### config.mk
export PLATFORM = sky130hd
export DESIGN_NAME = som_epoch_sched_flat
export DESIGN_NICKNAME = d
export VERILOG_FILES = /design/src/rtl/som_pkg.sv /design/src/rtl/som_epoch_sched_if.sv /design/src/rtl/som_decay_unit.sv /design/src/rtl/som_epoch_sched.sv /design/src/flat_wrapper.sv
export SDC_FILE = /design/constraint.sdc
export NUM_CORES = 1
export LEC_CHECK = 0
export CAP_MARGIN = 0
export CORE_MARGIN = 4
export CORE_UTILIZATION = 50
export DETAILED_ROUTE_END_ITERATION = 8
export PLACE_DENSITY_LB_ADDON = 0.05
export RECOVER_POWER = 25
export SLEW_MARGIN = 15
export SYNTH_ARGS = -nofsm -noshare
export SYNTH_HDL_FRONTEND = slang
export SYNTH_HIERARCHICAL = 1
export SYNTH_SLANG_ARGS = --single-unit
### constraint.sdc
create_clock -name clk -period 3.3 [get_ports clk]
set_input_delay 0.33 -clock clk [delete_from_list [all_inputs] [get_ports clk]]
set_output_delay 0.33 -clock clk [all_outputs]
set_load 0.05 [all_outputs]
### src/rtl/som_pkg.sv
// Shared definitions for the SOM epoch scheduler slice.
//   - Default widths for sample address/count, learning rate, epoch count and
//     neighbourhood radius.
//   - Scheduler state encoding.
package som_pkg;

  localparam int ADDR_W = 18;  // sample address / per-epoch sample count
  localparam int LR_W   = 8;   // learning rate
  localparam int EP_W   = 4;   // epoch count
  localparam int RAD_W  = 3;   // neighbourhood radius

  typedef enum logic [2:0] {
    ST_IDLE  = 3'd0,
    ST_LOAD  = 3'd1,
    ST_ISSUE = 3'd2,
    ST_DRAIN = 3'd3,
    ST_DECAY = 3'd4,
    ST_WBACK = 3'd5,
    ST_FIN   = 3'd6
  } som_state_e;

endpackage

### src/rtl/som_epoch_sched_if.sv
// Scheduler <-> datapath/memory bus.
//   RAM_IF_A / RAM_IF_OE : input-feature RAM address and output enable
//   smp_valid / smp_ready: sample-address handshake to the update datapath
//   upd_idle             : datapath has no update in flight
//   wb_start / wb_done   : weight writeback request pulse / completion
// master = scheduler side, slave = datapath/memory side.
interface som_epoch_sched_if #(
  parameter int ADDR_W = som_pkg::ADDR_W
);
  logic [ADDR_W-1:0] RAM_IF_A;
  logic              RAM_IF_OE;
  logic              smp_valid;
  logic              smp_ready;
  logic              upd_idle;
  logic              wb_start;
  logic              wb_done;

  modport master (
    output RAM_IF_A, RAM_IF_OE, smp_valid, wb_start,
    input  smp_ready, upd_idle, wb_done
  );

  modport slave (
    input  RAM_IF_A, RAM_IF_OE, smp_valid, wb_start,
    output smp_ready, upd_idle, wb_done
  );
endinterface

### src/rtl/som_decay_unit.sv
// Per-epoch coefficient decay (purely combinational).
//   lr_in  -> lr_out  : lr - (lr >> 2), never below 1
//   rad_in -> rad_out : radius - 1, saturating at 0
module som_decay_unit #(
  parameter int LR_W  = som_pkg::LR_W,
  parameter int RAD_W = som_pkg::RAD_W
) (
  input  logic [LR_W-1:0]  lr_in,
  input  logic [RAD_W-1:0] rad_in,
  output logic [LR_W-1:0]  lr_out,
  output logic [RAD_W-1:0] rad_out
);

  logic [LR_W-1:0] lr_diff;

  // lr >> 2 never exceeds lr, so the subtraction cannot wrap.
  assign lr_diff = lr_in - (lr_in >> 2);
  assign lr_out  = (lr_diff == '0) ? LR_W'(1) : lr_diff;
  assign rad_out = (rad_in == '0) ? '0 : rad_in - RAD_W'(1);

endmodule

### src/rtl/som_epoch_sched.sv
// SOM training epoch scheduler.
// Walks the input-feature RAM once per epoch, handing each sample address to
// the update datapath, waits for the datapath to drain, decays learning rate
// and radius, and after the last epoch requests a weight writeback.
// Ports:
//   clk, rst              : rising-edge clock, synchronous active-high reset
//   start                 : run request (honoured only in IDLE/FIN)
//   cfg_epochs/samples    : run length, latched when a run is accepted
//   cfg_lr_init/rad_init  : initial coefficients, latched with the run
//   sif (master)          : RAM address/OE, sample handshake, upd_idle,
//                           writeback handshake
//   lr, radius            : current training coefficients
//   epoch_cnt             : completed epochs
//   busy, done            : run status
// Every output is a register or a decode of state/registers.
module som_epoch_sched #(
  parameter int ADDR_W = som_pkg::ADDR_W,
  parameter int LR_W   = som_pkg::LR_W,
  parameter int EP_W   = som_pkg::EP_W,
  parameter int RAD_W  = som_pkg::RAD_W
) (
  input  logic              clk,
  input  logic              rst,
  input  logic              start,
  input  logic [EP_W-1:0]   cfg_epochs,
  input  logic [ADDR_W-1:0] cfg_samples,
  input  logic [LR_W-1:0]   cfg_lr_init,
  input  logic [RAD_W-1:0]  cfg_rad_init,
  som_epoch_sched_if.master sif,
  output logic [LR_W-1:0]   lr,
  output logic [RAD_W-1:0]  radius,
  output logic [EP_W-1:0]   epoch_cnt,
  output logic              busy,
  output logic              done
);

  som_pkg::som_state_e state, nxt;

  logic [ADDR_W-1:0] smp_idx, samples_q;
  logic [EP_W-1:0]   epochs_q, ep_q, ep_inc;
  logic [LR_W-1:0]   lr_init_q, lr_q, lr_dec;
  logic [RAD_W-1:0]  rad_init_q, rad_q, rad_dec;
  logic              wb_first;
  logic              idle_like, cfg_zero, run_accept;
  logic              xfer, last_xfer;

  som_decay_unit #(.LR_W(LR_W), .RAD_W(RAD_W)) u_decay (
    .lr_in  (lr_q),
    .rad_in (rad_q),
    .lr_out (lr_dec),
    .rad_out(rad_dec)
  );

  assign idle_like  = (state == som_pkg::ST_IDLE) || (state == som_pkg::ST_FIN);
  assign cfg_zero   = (cfg_epochs == '0) || (cfg_samples == '0);
  assign run_accept = idle_like && start && !cfg_zero;

  // samples_q is never 0 inside a run, so samples_q-1 does not wrap and the
  // compare covers the full 2^ADDR_W-1 range.
  assign xfer      = (state == som_pkg::ST_ISSUE) && sif.smp_ready;
  assign last_xfer = xfer && (smp_idx == samples_q - ADDR_W'(1));
  assign ep_inc    = ep_q + EP_W'(1);

  // State register
  always_ff @(posedge clk) begin
    if (rst) state <= som_pkg::ST_IDLE;
    else     state <= nxt;
  end

  // Next-state logic
  always_comb begin
    nxt = state;
    case (state)
      som_pkg::ST_IDLE,
      som_pkg::ST_FIN:   if (start) nxt = cfg_zero ? som_pkg::ST_FIN : som_pkg::ST_LOAD;
      som_pkg::ST_LOAD:  nxt = som_pkg::ST_ISSUE;
      som_pkg::ST_ISSUE: if (last_xfer) nxt = som_pkg::ST_DRAIN;
      som_pkg::ST_DRAIN: if (sif.upd_idle) nxt = som_pkg::ST_DECAY;
      som_pkg::ST_DECAY: nxt = (ep_inc == epochs_q) ? som_pkg::ST_WBACK : som_pkg::ST_ISSUE;
      som_pkg::ST_WBACK: if (sif.wb_done) nxt = som_pkg::ST_FIN;
      default:           nxt = som_pkg::ST_IDLE;
    endcase
  end

  // Output decode
  always_comb begin
    sif.smp_valid = 1'b0;
    sif.RAM_IF_OE = 1'b0;
    sif.wb_start  = 1'b0;
    busy          = 1'b0;
    done          = 1'b0;
    case (state)
      som_pkg::ST_ISSUE: begin
        sif.smp_valid = 1'b1;
        sif.RAM_IF_OE = 1'b1;
        busy          = 1'b1;
      end
      som_pkg::ST_LOAD,
      som_pkg::ST_DRAIN,
      som_pkg::ST_DECAY: busy = 1'b1;
      som_pkg::ST_WBACK: begin
        busy         = 1'b1;
        sif.wb_start = wb_first;
      end
      som_pkg::ST_FIN:   done = 1'b1;
      default: ;
    endcase
  end

  assign sif.RAM_IF_A = smp_idx;
  assign lr           = lr_q;
  assign radius       = rad_q;
  assign epoch_cnt    = ep_q;

  // Datapath registers. Config is captured on the accepting edge so that
  // anything the host does to cfg_* once busy is up has no effect.
  always_ff @(posedge clk) begin
    if (rst) begin
      smp_idx    <= '0;
      samples_q  <= '0;
      epochs_q   <= '0;
      ep_q       <= '0;
      lr_init_q  <= '0;
      lr_q       <= '0;
      rad_init_q <= '0;
      rad_q      <= '0;
      wb_first   <= 1'b0;
    end else begin
      if (run_accept) begin
        samples_q  <= cfg_samples;
        epochs_q   <= cfg_epochs;
        lr_init_q  <= cfg_lr_init;
        rad_init_q <= cfg_rad_init;
      end
      // Marks the first WBACK cycle so wb_start is a single pulse.
      wb_first <= (nxt == som_pkg::ST_WBACK) && (state != som_pkg::ST_WBACK);
      case (state)
        som_pkg::ST_LOAD: begin
          lr_q    <= lr_init_q;
          rad_q   <= rad_init_q;
          smp_idx <= '0;
          ep_q    <= '0;
        end
        som_pkg::ST_ISSUE: begin
          if (xfer) smp_idx <= last_xfer ? '0 : smp_idx + ADDR_W'(1);
        end
        som_pkg::ST_DECAY: begin
          lr_q  <= lr_dec;
          rad_q <= rad_dec;
          ep_q  <= ep_inc;
        end
        default: ;
      endcase
    end
  end

endmodule

### src/flat_wrapper.sv
// flat-port wrapper written by rule: the top's interface ports become plain ports
module som_epoch_sched_flat 
#(
  parameter int ADDR_W = som_pkg::ADDR_W,
  parameter int LR_W   = som_pkg::LR_W,
  parameter int EP_W   = som_pkg::EP_W,
  parameter int RAD_W  = som_pkg::RAD_W
)
  (clk, rst, start, cfg_epochs, cfg_samples, cfg_lr_init, cfg_rad_init, lr, radius, epoch_cnt, busy, done, sif_RAM_IF_A, sif_RAM_IF_OE, sif_smp_valid, sif_wb_start, sif_smp_ready, sif_upd_idle, sif_wb_done);
  som_epoch_sched_if #(.ADDR_W(ADDR_W)) sif_i ();
  input  logic clk;
  input  logic rst;
  input  logic start;
  input  logic [EP_W-1:0] cfg_epochs;
  input  logic [ADDR_W-1:0] cfg_samples;
  input  logic [LR_W-1:0] cfg_lr_init;
  input  logic [RAD_W-1:0] cfg_rad_init;
  output logic [LR_W-1:0] lr;
  output logic [RAD_W-1:0] radius;
  output logic [EP_W-1:0] epoch_cnt;
  output logic busy;
  output logic done;
  output wire logic [$bits(sif_i.RAM_IF_A)-1:0] sif_RAM_IF_A;
  output wire logic [$bits(sif_i.RAM_IF_OE)-1:0] sif_RAM_IF_OE;
  output wire logic [$bits(sif_i.smp_valid)-1:0] sif_smp_valid;
  output wire logic [$bits(sif_i.wb_start)-1:0] sif_wb_start;
  input wire logic [$bits(sif_i.smp_ready)-1:0] sif_smp_ready;
  input wire logic [$bits(sif_i.upd_idle)-1:0] sif_upd_idle;
  input wire logic [$bits(sif_i.wb_done)-1:0] sif_wb_done;
  assign sif_RAM_IF_A = sif_i.RAM_IF_A;
  assign sif_RAM_IF_OE = sif_i.RAM_IF_OE;
  assign sif_smp_valid = sif_i.smp_valid;
  assign sif_wb_start = sif_i.wb_start;
  assign sif_i.smp_ready = sif_smp_ready;
  assign sif_i.upd_idle = sif_upd_idle;
  assign sif_i.wb_done = sif_wb_done;
  som_epoch_sched #(.ADDR_W(ADDR_W), .LR_W(LR_W), .EP_W(EP_W), .RAD_W(RAD_W)) u_core (.clk(clk), .rst(rst), .start(start), .cfg_epochs(cfg_epochs), .cfg_samples(cfg_samples), .cfg_lr_init(cfg_lr_init), .cfg_rad_init(cfg_rad_init), .sif(sif_i), .lr(lr), .radius(radius), .epoch_cnt(epoch_cnt), .busy(busy), .done(done));
endmodule
# [Word-level counts from Yosys, hierarchy flattened]
# Cells that the tools add are included.
[word_totals] ramBits=0 rom_bits=0 latch_bits=0 memories=0 wordCells=63 reg_bits=70 input_bits=39
[op_classes] addsub=5 shifts=0 div=0 mux=19 eq_ne=11 bitwise=0 order_cmp=0 n_reduce_logical=18 multipliers=0
[op_table] op="two-way mux 18 bit" n=2
[op_table] op="one-hot mux 18 bit (2 select lines)" n=1
[op_table] op="two-way mux 3 bit" n=7
[op_table] op="adder 18 x 1 -> 18 bit (second input constant)" n=1
[op_table] op="equality test 18 bit" n=1
[op_table] op="logical NOT 18 bit" n=1
[op_table] op="one-hot mux 3 bit (6 select lines)" n=1
[op_table] op="subtractor 18 x 1 -> 18 bit (second input constant)" n=1
[op_table] op="one-hot mux 8 bit (2 select lines)" n=1
[op_table] op="equality test 3 bit (second input constant)" n=4
[op_table] op="logical NOT 8 bit" n=1
[op_table] op="two-way mux 8 bit" n=1
[op_table] op="one-hot mux 4 bit (2 select lines)" n=1
[op_table] op="subtractor 8 x 6 -> 8 bit" n=1
[op_table] op="equality test 3 x 2 -> 1 bit (second input constant)" n=2
[op_table] op="logical NOT 3 bit" n=2
[op_table] op="one-hot mux 3 bit (2 select lines)" n=1
[op_table] op="logical AND 1 bit" n=5
[op_table] op="OR reduction 5 bit" n=1
[op_table] op="adder 4 x 1 -> 4 bit (second input constant)" n=1
[op_table] op="equality test 4 bit" n=1
[op_table] op="logical NOT 4 bit" n=1
[op_table] op="two-way mux 1 bit" n=4
[op_table] op="nonzero test 2 bit" n=2
[op_table] op="8 further kinds" n=9

# [Depth between registers and ports, before layout]
# Gate-level depths: netlist of the first run.
[logic_depth] depth_word=7 mapped_depth=13 depth_no_buf=11

# [Modules after synthesis]
# Netlist of the first run, hierarchy kept.
[by_module_without_submodules] mod="som_epoch_sched" instances=1 area_per_inst_um2=3748.6 cells_per_inst=431 seq_area_each_um2=1401.3
[by_module_without_submodules] mod="som_decay_unit" instances=1 area_per_inst_um2=394.1 cells_per_inst=59 seq_area_each_um2=0.0

# [Worst setup path after synthesis of the first run]
# OpenSTA, ideal clock, no wires.
[synth_timing] path_kind="register to register" start="register u_core.lr_q[2], in the netlist u_core/lr[2]" end="register u_core.lr_q[0], in the netlist u_core/lr[0]" required_time_ns=3.214 stages_incl_launch_ff=11 arrival_time_ns=2.764 setup_time_ns=0.086 path_buffers=0 setup_slack_ns=0.450 cell_sequence="dfxtp_1 -> ha_1 -> inv_1 -> fa_1 -> a21oi_2 -> o21bai_1 -> xor2_1 -> or4b_1 -> o41ai_2 -> nor2_1 -> a211oi_1"
[synth_via] elab_chain_len=4
[synth_lines] item="start, declared" line="som_epoch_sched.sv:41" rtl="logic [LR_W-1:0] lr_init_q, lr_q, lr_dec;"
[synth_lines] item="start signal, assigned" line="som_epoch_sched.sv:139" rtl="lr_q <= lr_init_q;"
[synth_lines] item="start signal, assigned" line="som_epoch_sched.sv:148" rtl="lr_q <= lr_dec;"
[synth_lines] item="subtractor 8 x 6 -> 8 bit (*)" line="som_decay_unit.sv:17" rtl="assign lr_diff = lr_in - (lr_in >> 2);"
[synth_lines] item="logical NOT 8 bit" line="som_decay_unit.sv:18" rtl="assign lr_out = (lr_diff == '0) ? LR_W'(1) : lr_diff;"
[synth_lines] item="two-way mux 8 bit (*)" line="som_decay_unit.sv:18"
[synth_lines] item="net u_core.lr_dec[0]" line="som_epoch_sched.sv:41"
[synth_lines] item="one-hot mux 8 bit (2 select lines) (*)" line="som_epoch_sched.sv:137" rtl="case (state)"
# The timed path passes the listed nets; every way through them passes the cells marked *.
# A chain may end at the register's enable or synchronous reset.

# [Final worst setup path of the first run]
# Same ends and word-level chain as after synthesis.

==> impl_metrics.tcl, run 1 <==
set metrics [dict create \
    slew_viol_final 0 \
    critPathArrivalTime_ns 2.97 \
    cts_buffers 9 \
    holdWs_ns 0.441 \
    ctsHoldBuffers 0 \
    drtAntennaViolNets 0 \
    crit_type "register to register" \
    status "complete, no violations" \
    worstSkewPairLatency_ns 0.34 \
    grt_start_max_net_pins 36 \
    seqPwrFrac_pct 39.8 \
    ctsRootBufferMaster "clkbuf_8" \
    fill_cells 698 \
    antenna_found_initial 0 \
    setup_violations 0 \
    grt_pass1_vias 3579 \
    combinationalPowerShare_pct 38.2 \
    io-pin-count 77 \
    synthCells 490 \
    post_cts_buffers 0 \
    fin_crit_ns 2.71 \
    cts_tree "built" \
    pwr-share-clk_pct 22.0 \
    hp-class "input pin to register" \
    crit_start "u_core/lr[2]" \
    post_cts_resized 0 \
    synth_top_area_share_pct 33.8 \
    start_kind "register" \
    cts.sinks 70 \
    area_delta_synth_final_pct 22.2 \
    synth_most_common_cell "nor2_1" \
    yosysTopAreaCell "dfxtp_1" \
    htree_num_levels 3 \
    worstPathRequired_ns 3.57 \
    dp.cells 646 \
    cts.clk_slew.worst_paths_ns 0.07 \
    synth_nets 541 \
    regArea_um2 1400 \
    dr_total_vias 3666 \
    port_buffers 76 \
    ys_seq_area_share_pct 33.8 \
    wl_um 10100 \
    synthFlopType "dfxtp_1" \
    relSlewSlack_pct 25.1 \
    core-area_um2 7890 \
    p_int_w 0.00161 \
    gp_congestion 0.823 \
    finalHoldViolCount 0 \
    drcViolationCount 0 \
    worstPathMaxFanout 4 \
    switching_share_pct 37.0 \
    globalRouteOverflowTotal 0 \
    rr_worst_depth 10 \
    synth_area_um2 4140 \
    final_nets 606 \
    ys_seq_elements 70 \
    endpoint "u_core/lr[0]" \
    power_density_nw_per_um2 504 \
    grt_pass1_wl_um 16600 \
    groute.usage.overall_pct 20.5 \
    p_sw_w 0.000944 \
    firstDrtPassIters 4 \
    syn_area_per_cell_um2 8.45 \
    tns_ns 0 \
    multi_input_area_um2 2530 \
    fp.dieH_um 99.0 \
    drive_above_1_share_pct 5.57 \
    wire_per_inst_um 15.4 \
    drv_cap 0 \
    regToRegSetupSlack_ns 0.59 \
    clock_path_buffers 2 \
    rsz0062_at_grt "no" \
    synthTopCellsByArea "dfxtp_1 34%, mux2i_1 11%, nor2_1 7.0%" \
    routed_via_density 5.56 \
    synth_commonest_cells "77 x nor2_1, 70 x dfxtp_1, 44 x mux2i_1" \
    start_util_pct 52.5 \
    period_share_pct 82.1 \
    ir_drop_mv 0.359 \
    r2r_end "u_core/lr[0]" \
    drt_iter0_markers 140 \
    dieArea_um2 9810 \
    layout.cells.non_filler 659 \
    yosys_warnings 6 \
    dp.final_hpwl_um 7440 \
    die_w_um 99.0 \
    synth_cell_type_count 61 \
    worstReg2RegStart "u_core/lr[2]" \
    power.leakage_nw 2.12 \
    max_freq_mhz 369 \
    final.setup_skew_ns 0.00842 \
    synth_edf_count 0 \
    async_flop_share_pct 0 \
    num_rows 32 \
    antennaDiodeCount 0 \
    worstMarginPinSlew_ns 1.12 \
    crit_path_end_kind "register" \
]
-- worst max-delay path: stages (launching register included) --
cell	delay [ns]
dfxtp_1	0.40
ha_1	0.18
inv_1	0.05
fa_1	0.42
a21oi_2	0.19
o21bai_1	0.09
xor2_1	0.16
or4b_1	0.52
o41ai_2	0.31
nor2_1	0.09
a211oi_1	0.22
-- flip-flops by register name, indices dropped and copies added (netlist names) --
register             cells
u_core/sif.RAM_IF_A     18
u_core/state             3
u_core/rad_init_q        3
u_core/lr_init_q         8
u_core/wb_first          1
u_core/epoch_cnt         4
u_core/lr                8
u_core/radius            3
u_core/samples_q        18
u_core/epochs_q          4
-- through the flow --
step	util, %	worst slack (ns)	total power [W]	instance area [um2]
final	64.2	0.591	0.00255	5060
after global routing	64.2	0.405	0.00270	5060
after CTS	64.2	0.595	0.00257	5060
after detailed placement	62.4	0.549	0.00201	4920
after global placement	62.4	0.591	0.00199	4920
after floorplan	-	0.450	0.00178	4140
-- cells by family after synthesis --
group,after synthesis,share of synthesized area [%]
buf+inv,45,5.16
xor+xnor,36,7.61
flops,70,33.8
fa+ha+maj,12,3.81
compound gates,83,13.3
mux,44,10.6
simple gates,200,25.7
-- layout make-up --
cell class / count / share of cell area [%]
repair buffers: 82 / 15.8
well taps: 102 / 2.52
multi-input cells: 375 / 49.9
inverters: 17 / 1.26
clock buffers: 10 / 2.52
clock inverters: 3 / 0.297
flip-flops and latches: 70 / 27.7
-- routing by layer --
| layer | share of wire (%) | wire length, um | vias to the layer above | track usage, % |
|---|---|---|---|---|
| met5 | 0 | 0 | - | 0 |
| met4 | 1.1 | 112 | 0 | 6.83 |
| met3 | 3.9 | 399 | 13 | 4.81 |
| met2 | 51 | 5210 | 66 | 37.0 |
| met1 | 44 | 4410 | 1719 | 23.7 |
| li1 | - | - | 1868 | - |
-- worst min-delay path by stage --
| stage | to | depth (start not counted) | from | slack [ns] |
|---|---|---|---|---|
| after floorplan | u_core/lr_init_q[0] | 2 | u_core/lr_init_q[0] | 0.46 |
| after global placement | u_core/rad_init_q[1] | 2 | u_core/rad_init_q[1] | 0.47 |
| after detailed placement | u_core/lr[7] | 2 | u_core/lr[7] | 0.48 |
| after CTS | u_core/lr_init_q[4] | 2 | rst | 0.44 |
| after global routing | u_core/epoch_cnt[1] | 2 | rst | 0.47 |
| final | u_core/epochs_q[2] | 2 | rst | 0.44 |
-- placed cells by master (no fill, tap or decap), types with 12 or more instances in the layout --
cell type         n
a21oi_1          17
clkdlybuf4s50_1  53
xnor2_1          25
nand2_1          28
a211oi_1         12
a31oi_1          18
mux2i_1          44
inv_1            17
dfxtp_1          70
nor2_1           77
dlygate4sd3_1    22
nor3_1           13
nand3_1          13
o21ai_0          12
-- power by group through the flow --
| stage | combinational (W) | sequential (W) | clock [W] |
|---|---|---|---|
| 2_1_floorplan | 0.000721 | 0.00106 | 0 |
| 3_3_place_gp | 0.000958 | 0.00103 | 0 |
| 3_5_place_dp | 0.000975 | 0.00103 | 0 |
| 4_1_cts | 0.000980 | 0.00101 | 0.000573 |
| 5_1_grt | 0.00107 | 0.00103 | 0.000606 |
| 6_report | 0.000975 | 0.00101 | 0.000561 |
Power figures use the tool's default switching activity.
==> run 2, diff against run 1 <==
==> constraint.sdc (replaced) <==
create_clock -name clk -period 2.7 [get_ports clk]
set_input_delay 0.27 -clock clk [delete_from_list [all_inputs] [get_ports clk]]
set_output_delay 0.27 -clock clk [all_outputs]
set_load 0.05 [all_outputs]
==> impl_metrics.tcl, run 2 (same netlist as run 1, synthesis figures left out) <==
set metrics [dict create \
    slew_viol_final 0 \
    utilization_pct 66.7 \
    fill_cells 672 \
    antennaDiodeCount 0 \
    drv_cap 0 \
    grt_pass1_vias 3724 \
    tns_ns 0 \
    drt_iter0_markers 149 \
    layout_common_cells "77 x nor2_1, 68 x dfxtp_1, 59 x clkdlybuf4s50_1" \
    core-area_um2 7890 \
    grt_pass1_wl_um 17200 \
    holdWs_ns 0.429 \
    cts_buffers 9 \
    globalRouteOverflowTotal 0 \
    drtAntennaViolNets 0 \
    worstSkewPairLatency_ns 0.33 \
    status "complete, no violations" \
    fp.dieH_um 99.0 \
    routed_via_density 5.61 \
    io-pin-count 77 \
    gp_congestion 0.829 \
    start_kind "register" \
    wire_per_inst_um 15.2 \
    period_share_pct 93.0 \
    multi_input_area_um2 2540 \
    cts.clk_slew.worst_paths_ns 0.07 \
    cts_tree "built" \
    drcViolationCount 0 \
    dieArea_um2 9810 \
    groute.usage.overall_pct 21.3 \
    dr_total_vias 3782 \
    rsz0062_at_grt "no" \
    final_nets 618 \
    grt_start_max_net_pins 33 \
    power_w 0.00334 \
    fin_crit_ns 2.51 \
    dp.final_hpwl_um 7590 \
    final.setup_skew_ns 0.0118 \
    layout.cells.non_filler 674 \
    port_buffers 76 \
    antenna_found_initial 0 \
    crit_type "register to register" \
    hp-class "input pin to register" \
    cts.sinks 70 \
    setup_violations 0 \
    area_delta_synth_final_pct 27.0 \
    worstPathMaxFanout 3 \
    relSlewSlack_pct 54.8 \
    critPathArrivalTime_ns 2.77 \
    htree_num_levels 3 \
    final_common_cell "nor2_1" \
    power_density_nw_per_um2 634 \
    wl_um 10300 \
    dp.cells 656 \
    worstPathRequired_ns 2.95 \
    num_rows 32 \
    worstMarginPinSlew_ns 0.674 \
    ctsRootBufferMaster "clkbuf_8" \
    regArea_um2 1400 \
    ctsHoldBuffers 0 \
    firstDrtPassIters 5 \
    max_freq_mhz 398 \
    crit_path_end_kind "register" \
    start_util_pct 52.5 \
    finalHoldViolCount 0 \
    die_w_um 99.0 \
    drive_above_1_share_pct 8.57 \
    clock_path_buffers 2 \
    ir_drop_mv 0.441 \
    power.leakage_nw 2.19 \
]
==> run 2: path summary, 6_finish.rpt <==
| check | from | endpoint | slack, ns | cells after the start |
|---|---|---|---|---|
| worst max-delay path | u_core/lr[0] | u_core/lr[0] | 0.19 | 11 |
| worst min-delay path | rst | u_core/epoch_cnt[1] | 0.43 | 3 |
| worst max register to register | u_core/lr[0] | u_core/lr[0] | 0.19 | 11 |
| worst min register to register | u_core/lr[7] | u_core/lr[7] | 0.50 | 2 |
==> run 2: layout make-up <==
type,count,share of cell area [%]
Clock buffer,13,3.02
Inverter,17,1.21
Timing Repair Buffer,94,17.6
Sequential cell,70,26.7
Multi-Input combinational cell,375,48.3
Clock inverter,3,0.809
Tap cell,102,2.43
==> run 2: what timing repair did <==
| action | CTS | global route |
|---|---|---|
| endpoints found under the setup margin | 0 | 10 |
| setup buffers | 0 | 2 |
| gates resized for setup | 0 | 3 |
==> run 2: report_power, final <==
part	internal [W]	switching (W)
clock network	0.000477	0.000367
logic	0.000573	0.000708
registers	0.00112	0.0000935
==> run 2: critical path: stages, from the launching register on <==
cell	delay, ns
dfxtp_1	0.33
inv_1	0.06
ha_1	0.14
inv_1	0.05
fa_2	0.36
a21oi_2	0.16
o21bai_1	0.10
xor2_1	0.16
or4b_1	0.55
o41ai_2	0.24
nor2_1	0.10
a211oi_2	0.20
==> run 2: per-stage QoR <==
stage / instance area [um2] / setup slack, ns
after floorplan: 4150 / 0.0264
after global placement: 5040 / 0.122
after detailed placement: 5040 / 0.0583
after CTS: 5240 / 0.0221
after global routing: 5260 / 0.0251
final: 5260 / 0.188
==> run 2: layer usage <==
metal | wire length (um) | global-route usage, % | share of wire (%)
met1 | 4430 | 25.3 | 43
met2 | 5250 | 37.9 | 51
met3 | 371 | 4.53 | 3.6
met4 | 202 | 7.14 | 2.0
met5 | 0 | 0 | 0
==> run 3, diff against run 2 <==
--- a/config.mk
+++ b/config.mk
@@ -11,6 +11,8 @@
 export DETAILED_ROUTE_END_ITERATION = 8
 export PLACE_DENSITY_LB_ADDON = 0.05
 export RECOVER_POWER = 25
+export SETUP_SLACK_MARGIN = 0.3
+export SKIP_CTS_REPAIR_TIMING = 1
 export SLEW_MARGIN = 15
 export SYNTH_ARGS = -nofsm -noshare
 export SYNTH_HDL_FRONTEND = slang
==> impl_metrics.tcl, run 3 (same netlist as run 1, synthesis figures left out) <==
set metrics [dict create \
    groute.usage.overall_pct 21.0 \
    worstMarginPinSlew_ns 0.724 \
    multi_input_area_um2 2610 \
    fill_cells 640 \
    combinationalPowerShare_pct 40.2 \
    slowest_stage "clkdlybuf4s50_1" \
    io-pin-count 77 \
    drcViolationCount 0 \
    cpPeakStageDelay_ns 0.83 \
    wire_per_inst_um 15.4 \
    grt_pass1_wl_um 16900 \
    drt-met1-wl_um 4330 \
    switching_share_pct 35.5 \
    fp.dieH_um 99.0 \
    regToRegSetupSlack_ns 0.29 \
    final_nets 626 \
    gp_congestion 0.812 \
    die_w_um 99.0 \
    antennaDiodeCount 0 \
    place_area_um2 5070 \
    fin_crit_ns 2.49 \
    antenna_found_initial 0 \
    layout.cells.non_filler 681 \
    crit_path_end_kind "output port" \
    power_density_nw_per_um2 611 \
    path_buf_inv 2 \
    num_rows 32 \
    final_common_cell "nor2_1" \
    max_freq_mhz 402 \
    met2_wirelength_um 5490 \
    dieArea_um2 9810 \
    power.leakage_nw 2.26 \
    cts_buffers 9 \
    hp-start "rst" \
    start_kind "register" \
    rr_worst_depth 10 \
    final.setup_skew_ns 0.00681 \
    pwr-share-clk_pct 23.0 \
    status "complete, no violations" \
    tns_ns 0 \
    htree_num_levels 3 \
    cts_tree "built" \
    crit_chain "clkbuf_1 -> nor3_1 -> a21oi_1 -> clkdlybuf4s50_1" \
    top_layer "met4" \
    dr_total_vias 3883 \
    grt_pass1_vias 3741 \
    routed_via_density 5.70 \
    globalRouteOverflowTotal 0 \
    core-area_um2 7890 \
    worstPathMaxFanout 14 \
    wl_um 10500 \
    drive_above_1_share_pct 12.3 \
    relSlewSlack_pct 51.4 \
    regArea_um2 1420 \
    cts.sinks 70 \
    crit_type "register to output port" \
    p_sw_w 0.00117 \
    holdPathEnd "u_core/sif.RAM_IF_A[1]" \
    drtAntennaViolNets 0 \
    start_util_pct 52.5 \
    area_delta_synth_final_pct 30.6 \
    cts.clk_slew.worst_paths_ns 0.07 \
    ctsRootBufferMaster "clkbuf_8" \
    layout_common_cells "77 x nor2_1, 62 x dfxtp_1, 58 x clkdlybuf4s50_1" \
    period_share_pct 92.1 \
    dp.final_hpwl_um 7550 \
    port_buffers 76 \
    hp-class "input pin to register" \
    holdWs_ns 0.273 \
    dp.cells 657 \
    slew_viol_final 0 \
    rsz0062_at_grt "yes" \
    drt_iter0_markers 162 \
    worstReg2RegStart "u_core/lr[2]" \
    wl_met3_um 512 \
    final_area_um2 5410 \
    grt_start_max_net_pins 50 \
    worstPathRequired_ns 2.43 \
    drv_cap 0 \
    firstDrtPassIters 5 \
    critPathArrivalTime_ns 2.22 \
    setup_violations 0 \
    worstHoldPathCells 2 \
    finalHoldViolCount 0 \
    p_int_w 0.00213 \
    r2r_end "u_core/lr[0]" \
    seqPwrFrac_pct 36.8 \
    ir_drop_mv 0.369 \
    crit_family "buffers and inverters" \
    worstSkewPairLatency_ns 0.33 \
    clock_path_buffers 2 \
]
[run 3: cell count changes in the layout (fill, tap and decap cells not counted), sizes merged]
cell | previous run | this run
buf | 18 | 24
bufinv | 1 | 0
clkbuf | 14 | 17
clkdlybuf4s50 | 59 | 58
clkinvlp | 1 | 0
dlymetal6s2s | 0 | 1
[run 3: power groups by stage]
stage	Clock, W	Combinational (W)	Sequential [W]
after CTS	0.000795	0.00127	0.00122
after global placement	0	0.00124	0.00124
after floorplan	0	0.000885	0.00130
final	0.000761	0.00133	0.00122
after global routing	0.000835	0.00145	0.00123
after detailed placement	0	0.00126	0.00124
[run 3: worst reg2reg max path, stage by stage, from the launching register on]
cell,delay (ns)
dfxtp_4,0.38
ha_4,0.14
inv_2,0.03
fa_2,0.36
a21oi_2,0.17
o21bai_1,0.10
xor2_1,0.15
or4b_1,0.55
o41ai_2,0.21
nor2_1,0.08
a211oi_2,0.15
[run 3: per-stage QoR]
step                      total power, W  util [%]  setup WS, ns
after floorplan                  0.00218         -         0.243
after global placement           0.00248      64.3         0.111
after detailed placement         0.00250      64.3        0.0673
after CTS                        0.00328      66.5         0.138
after global routing             0.00351      68.6        0.0787
final                            0.00331      68.6         0.213
[run 3: layout make-up]
class,instances,share of cell area (%)
Inverter,17,1.23
Sequential cell,70,26.2
Timing Repair Buffer,102,18.7
Multi-Input combinational cell,375,48.2
Clock inverter,1,0.0925
Tap cell,102,2.36
Clock buffer,14,3.19
[run 3: metal layers]
metal / GRT usage, % / vias up
li1: - / 1918
met1: 24.0 / 1829
met2: 38.7 / 122
met3: 4.95 / 14
met4: 6.20 / 0
met5: 0 / -
[run 3: worst max path at each step]
| stage | start | cells past startpoint | slack [ns] | end |
|---|---|---|---|---|
| finish | u_core/state[2] | 4 | 0.21 | busy |
| global route | u_core/state[2] | 4 | 0.08 | busy |
| CTS | u_core/samples_q[0] | 11 | 0.14 | u_core/sif.RAM_IF_A[1] |
| detailed placement | cfg_samples[17] | 8 | 0.07 | u_core/samples_q[2] |
| global placement | cfg_samples[17] | 8 | 0.11 | u_core/epochs_q[3] |
| floorplan | u_core/lr[5] | 9 | 0.24 | u_core/lr[0] |
